### src/rtl/regfile_write_arbiter.sv
// ---------------------------------------------------------------------------
// regfile_write_arbiter
//
// Arbitrates two writeback requesters (A = ALU, B = load unit) onto a single
// register-file write port.  After reset the block walks registers 1..31
// writing zero (CLEAR) and then arbitrates round-robin between A and B (RUN).
//
// Ports
//   i_clk        : clock, all state updates on the rising edge
//   i_reset      : synchronous active-low reset
//   i_a_valid    : requester A write request
//   i_a_rd       : requester A destination register (0 = no write)
//   i_a_data     : requester A write data
//   o_a_ready    : requester A accepted this cycle (combinational)
//   i_b_valid    : requester B write request
//   i_b_rd       : requester B destination register (0 = no write)
//   i_b_data     : requester B write data
//   o_b_ready    : requester B accepted this cycle (combinational)
//   o_rd         : register-file write address, 0 = no write (registered)
//   o_rd_data    : register-file write data (registered)
//   o_init_done  : post-reset register clear has finished (registered)
//   o_grant_b    : last issued write came from B (registered)
// ---------------------------------------------------------------------------
module regfile_write_arbiter (
    input  logic        i_clk,
    input  logic        i_reset,
    input  logic        i_a_valid,
    input  logic [4:0]  i_a_rd,
    input  logic [31:0] i_a_data,
    output logic        o_a_ready,
    input  logic        i_b_valid,
    input  logic [4:0]  i_b_rd,
    input  logic [31:0] i_b_data,
    output logic        o_b_ready,
    output logic [4:0]  o_rd,
    output logic [31:0] o_rd_data,
    output logic        o_init_done,
    output logic        o_grant_b
);

    localparam logic ST_CLEAR = 1'b0;
    localparam logic ST_RUN   = 1'b1;

    logic       state;
    logic [4:0] clr_cnt;
    logic       rr_ptr;     // 0 = A has priority on contention

    logic a_write;
    logic b_write;
    logic active;
    logic grant_a;
    logic grant_b;

    // A request to r0 is a no-op: it is acknowledged but never competes
    // for the write slot.
    assign a_write = i_a_valid && (i_a_rd != 5'd0);
    assign b_write = i_b_valid && (i_b_rd != 5'd0);

    // Readies depend on i_reset directly so a request arriving on a reset
    // edge is never acknowledged.
    assign active  = (state == ST_RUN) && i_reset;

    // NOTE: every output of a combinational block gets a default first, so
    // no path leaves a signal unassigned and no latch is inferred.
    always_comb begin
        grant_a = 1'b0;
        grant_b = 1'b0;
        if (active) begin
            if (a_write && b_write) begin
                grant_a = !rr_ptr;
                grant_b = rr_ptr;
            end else begin
                grant_a = a_write;
                grant_b = b_write;
            end
        end
    end

    assign o_a_ready = active && i_a_valid && ((i_a_rd == 5'd0) || grant_a);
    assign o_b_ready = active && i_b_valid && ((i_b_rd == 5'd0) || grant_b);

    // NOTE: sequential state uses non-blocking assignments so every register
    // samples the pre-edge values, independent of statement order.
    always_ff @(posedge i_clk) begin
        if (!i_reset) begin
            state       <= ST_CLEAR;
            clr_cnt     <= 5'd1;
            rr_ptr      <= 1'b0;
            o_rd        <= 5'd0;
            o_rd_data   <= 32'd0;
            o_init_done <= 1'b0;
            o_grant_b   <= 1'b0;
        end else begin
            case (state)
                ST_CLEAR: begin
                    o_rd      <= clr_cnt;
                    o_rd_data <= 32'd0;
                    clr_cnt   <= clr_cnt + 5'd1;
                    if (clr_cnt == 5'd31) begin
                        state       <= ST_RUN;
                        o_init_done <= 1'b1;
                    end
                end
                default: begin
                    if (grant_a) begin
                        o_rd      <= i_a_rd;
                        o_rd_data <= i_a_data;
                        o_grant_b <= 1'b0;
                    end else if (grant_b) begin
                        o_rd      <= i_b_rd;
                        o_rd_data <= i_b_data;
                        o_grant_b <= 1'b1;
                    end else begin
                        o_rd      <= 5'd0;
                        o_rd_data <= 32'd0;
                    end
                    // The pointer only moves when both sides competed.
                    if (a_write && b_write) begin
                        rr_ptr <= !rr_ptr;
                    end
                end
            endcase
        end
    end

endmodule

### config.mk
export PLATFORM = sky130hd
export DESIGN_NAME = regfile_write_arbiter
export DESIGN_NICKNAME = d
export VERILOG_FILES = /design/src/rtl/regfile_write_arbiter.sv
export SDC_FILE = /design/constraint.sdc
export NUM_CORES = 1
export LEC_CHECK = 0
export CAP_MARGIN = 20
export CORE_ASPECT_RATIO = 2
export CORE_UTILIZATION = 38
export DETAILED_ROUTE_END_ITERATION = 16
export PLACE_DENSITY = 0.86
export SYNTH_ARGS = -nofsm -noshare
export SYNTH_HDL_FRONTEND = slang
export SYNTH_SLANG_ARGS = --single-unit
### constraint.sdc
create_clock -name i_clk -period 3.7 [get_ports i_clk]
set_input_delay 0.555 -clock i_clk [delete_from_list [all_inputs] [get_ports i_clk]]
set_output_delay 0.555 -clock i_clk [all_outputs]
set_load 0.005 [all_outputs]
======== After elaboration in Yosys (flattened, before gate mapping) ========
Index checks and enable logic that the tools add are counted.
operators by class
  $add $sub $neg .......................... 1
  eq/ne operators ......................... 1
  muxes and demuxes ....................... 13
  bitwise gates (word level) .............. 1
  reduce and logical (&&, ||, !) cells .... 20
operators with widths
  cell                                         count
  two-way mux 32 bit                           2
  two-way mux 5 bit                            3
  zero test 5 bit                              2
  nonzero test 5 bit                           2
  logical AND 1 bit                            8
  two-way mux 1 bit                            8
  AND reduction 2 bit                          4
  adder 5 x 1 -> 5 bit, second input constant  1
  == test 5 bit, second input constant         1
  logical OR 1 bit                             2
  nonzero test 2 bit                           1
  zero test 1 bit                              1
  NOT 1 bit                                    1
storage, ports and cells
  bits in registers ....................... 46
  output and inout bits ................... 41
  word-level logic and storage cells ...... 43

======== Depth between registers and ports, before layout ========
  depth in word-level cells ............... 8
  depth in mapped cells ................... 7
  mapped depth without buffers ............ 5

======== Least setup slack after synthesis ========
OpenSTA, ideal clock, no wires.
  kind .................................... in2out
  start ................................... in i_b_rd[1]
  end ..................................... out o_a_ready
  arrival time ............................ 1,535 ps
  required time ........................... 3,145 ps
  slack ................................... 1,610 ps
  stages on the path ...................... 4
  cell sequence ........................... or4_4 nor2_1 nor3_1 a21oi_1
between the ends
  longest elaborated chain between the ends .. 7
RTL lines
  element             line  RTL
  from (decl)         32    input logic [4:0] i_b_rd,
  nonzero test 5 bit  57    assign b_write = i_b_valid && (i_b_rd != 5'd0);
  logical AND 1 bit   57
  logical AND 1 bit   69    if (a_write && b_write) begin
  two-way mux 1 bit   69
  two-way mux 1 bit   68    if (active) begin
  logical OR 1 bit    79    assign o_a_ready = active && i_a_valid && ((i_a_rd == 5'd0) || grant_a);
  logical AND 1 bit   79
  to (decl)           30    output logic o_a_ready,
Every way passes these cells.

======== Worst setup path after layout ========
  start ................................... in i_b_rd[1]
  end ..................................... out o_b_ready
between the ends
  longest elaborated chain between the ends .. 7
  elaborated cells on any way between the ends .. 8
  those cells by class .................... mux (2); reduce/logical (6)
RTL lines
  element              line  RTL
  nonzero test 5 bit   57
  logical AND 1 bit    57
  logical AND 1 bit    69
  two-way mux 1 bit    69
  two-way mux 1 bit    68
  logical OR 1 bit *   80    assign o_b_ready = active && i_b_valid && ((i_b_rd == 5'd0) || grant_b);
  logical AND 1 bit *  80
  to (decl)            34    output logic o_b_ready,
Mark *: on every way between the ends. The rest lies on a longest branch, timed or not.

==> summary.md <==
| Metric | Value |
|---|---|
| Status | finished clean |
| CP max FO | 3 |
| Global route total overflow | 0 |
| Final setup TNS | 0 ps |
| ANT cells | 0 |
| Post-synth top area share | 52.9% |
| Worst Setup SP | i_b_rd[1] |
| CTS tree | yes |
| CP cell instances | clkdlybuf4s50_1 -> or4_4 -> nor2_1 -> nor3_1 -> a21oi_1 -> clkdlybuf4s50_1 |
| Layout fillers | 366 |
| Detailed Place HPWL | 4.05 mm |
| Slew Viols, Final | 0 |
| Worst Path Required | 3140 ps |
| Drt wl/cell | 15.6 um |
| GRT Overall Usage | 22.0% |
| Layout cells sized above 1 | 6.91% |
| Top_reg_cell synth | dfxtp_1 |
| DIE WIDTH | 49.9 um |
| Worst setup path class | input port to primary output |
| Post-route cell area | 3050 um2 |
| Clock latency on the worst-skew pair | 290 ps |
| Post-synthesis sequential area ratio | 52.9% |
| GP Congestion | 0.883 |
| Clock sink count | 46 |
| P&R area growth vs syn | 75.1% |
| Syn. warnings | 0 |
| Max clock buf depth | 2 |
| Vias in the first global route | 1625 |
| Port buffer count | 118 |
| Final worst-path cycle share | 86.3% |
| First-pass detailed-route iteration total | 4 |
| DRC Markers | 0 |
| Gate Count Post-Synth | 155 |
| Fin util | 69.6% |
| Final Hold Vio Count | 0 |
| Asr flop ratio synth | 0% |
| Initial antenna violation count | 0 |
| Peak supply drop | 298 uV |
| Worst slew margin | 61.5% |
| Core area | 4380 um2 |
| Final Setup Violations | 0 |
| Crit start category | input port |
| Post-CTS Setup Bufs | 0 |
| Reg2reg end | o_rd_data[27] |
| Cts hold-fix bufs | 0 |
| Post-route ant nets | 0 |
| Leading area contributor after synthesis | dfxtp_1 |
| CP max stage delay | 570 ps |
| Cell Pwr Density | 308 nW/um2 |
| TritonCTS Buffers | 5 |
| Synth Register Bits | 46 |
| RR Startpoint | state |
| Max Fclk | 313 MHz |
| Fin cells | 329 |
| Area after DPL | 2960 um2 |
| Routed WL | 5.13 mm |
| Clock transition at path regs | 80 ps |
| Via Count | 1695 |
| Avg Inst Size Synth | 11.2 um2 |
| Rows | 34 |
| DIE HEIGHT | 97.7 um |
| NumNets Final | 354 |
| Flop-to-flop setup slack | 1850 ps |
| Arrival time at the worst endpoint | 2640 ps |
| Initial cell density of the core | 39.7% |
| Vias/cell | 5.15 |
| Leakage | 1.16 nW |
| Kind of end point of the critical path | primary output |
| Initial DRC count | 24 |
| CTS root buf | clkbuf_8 |
| First-pass GRT wire length | 8.01 mm |
| Die ar. | 4870 um2 |
| EDFF count, synth | 0 |
| H-tree Lvls | 2 |
| Synth top cells by count | dfxtp_1, a22o_1, a21oi_1, nand2_1, nand4_1 |
| Distinct cells, synth | 32 |
| Post-synth net total | 235 |
| Period minus WS final | 3190 ps |
| Worst Clk Skew | 4.02 ps |
| PostCTS Resize Cnt | 0 |
| Count leader, synth | dfxtp_1 |
| Max Cap Viol | 0 |
| Worst Reg2Reg Path Length in Cells | 6 |
| Worst Tran Pin Value | 577 ps |
| Dpl cells | 321 |
| Crit path max-delay cell type | or4_4 |
| Most used cell, CP | clkdlybuf4s50_1 |
| RSZ-0062 raised after global routing | no |
| Critical Path End | o_b_ready |
| I/O pin count | 119 |
| Hold WC Path Type | flip-flop to flip-flop |
| Synth top area cells | dfxtp_1, a22o_1, nand4_1 |
| Netlist Area Pre-Place | 1740 um2 |
| Largest net degree at the start of global routing | 21 |
stage by stage:
stage	setup WS (ps)	total power [mW]	hold WS, ps
6_report	507	0.939	506
3_5_place_dp	518	0.640	484
2_1_floorplan	1610	0.541	482
5_1_grt	411	0.980	542
4_1_cts	517	0.951	507
3_3_place_gp	548	0.637	474
layout by cell type (no fill, tap or decap):
cell type / n
a21oi_1: 6
a22o_1: 34
a31oi_1: 3
and2_1: 3
and3_1: 3
buf_4: 6
clkbuf_1: 1
clkbuf_8: 6
clkdlybuf4s50_1: 118
clkinv_2: 1
dfxtp_1: 46
ha_1: 2
inv_1: 1
inv_2: 1
mux2i_1: 3
nand2_1: 6
nand3_1: 5
nand4_1: 6
nor2_1: 2
nor2b_1: 3
nor3_1: 3
nor3b_4: 1
nor4_1: 1
o211a_1: 1
o211ai_4: 1
o21a_1: 3
o21ai_0: 3
o311ai_4: 1
or3_4: 1
or4_4: 1
xnor2_1: 2
xor2_1: 1
state kept, by name (all words and copies together), names as in the netlist:
signal,cells
o_rd_data,32
clr_cnt,5
o_rd,5
o_grant_b,1
o_init_done,1
rr_ptr,1
state,1
cells by family (layout without fill, tap and decap cells):
group	Yosys count	after routing	synth area share (%)
adders and majority gates	2	2	1.44
buffers and inverters	14	134	5.25
DFF	46	46	52.9
muxes	3	3	1.73
and+or+nand+nor	35	35	11.8
AOI/OAI and AO/OA	52	52	25.4
xor gates and xnor gates	3	3	1.51
power by group:
part | switching, mW | internal [mW]
logic | 0.0331 | 0.0901
clock network | 0.158 | 0.151
registers | 0.00555 | 0.501
total | 0.197 | 0.742
how the worst min path moves through the flow:
stage                           start          end  slack [ps]  cells after the start
after floorplan           o_init_done  o_init_done         480                      2
after global placement    o_init_done  o_init_done         470                      2
after detailed placement  o_init_done  o_init_done         480                      2
after CTS                 o_init_done  o_init_done         510                      2
after global routing      o_init_done  o_init_done         540                      2
final                     o_init_done  o_init_done         510                      2
layout make-up:
class                   instances  area [um2]  share of cell area (%)
well taps                      54        67.6                    2.22
inverters                       2        7.51                   0.246
clock buffers                   7        86.3                    2.83
repair buffers                124        1230                    40.2
flip-flops and latches         46         921                    30.2
multi-input cells              95         734                    24.1
clock inverters                 1        5.00                   0.164
per-layer routing:
metal	global-route usage [%]	share of wire (%)	vias to the layer above
met1	22.1	35	789
met5	0	0	-
li1	-	-	820
met2	41.3	57	78
met3	4.38	6.0	8
met4	9.89	2.1	0
worst max-delay path: cells and delay by family:
kind | cells | cell delay (ps)
buf+inv | 2 | 960
compound gates | 1 | 160
simple gates | 3 | 970
Power figures use the tool's default switching activity.
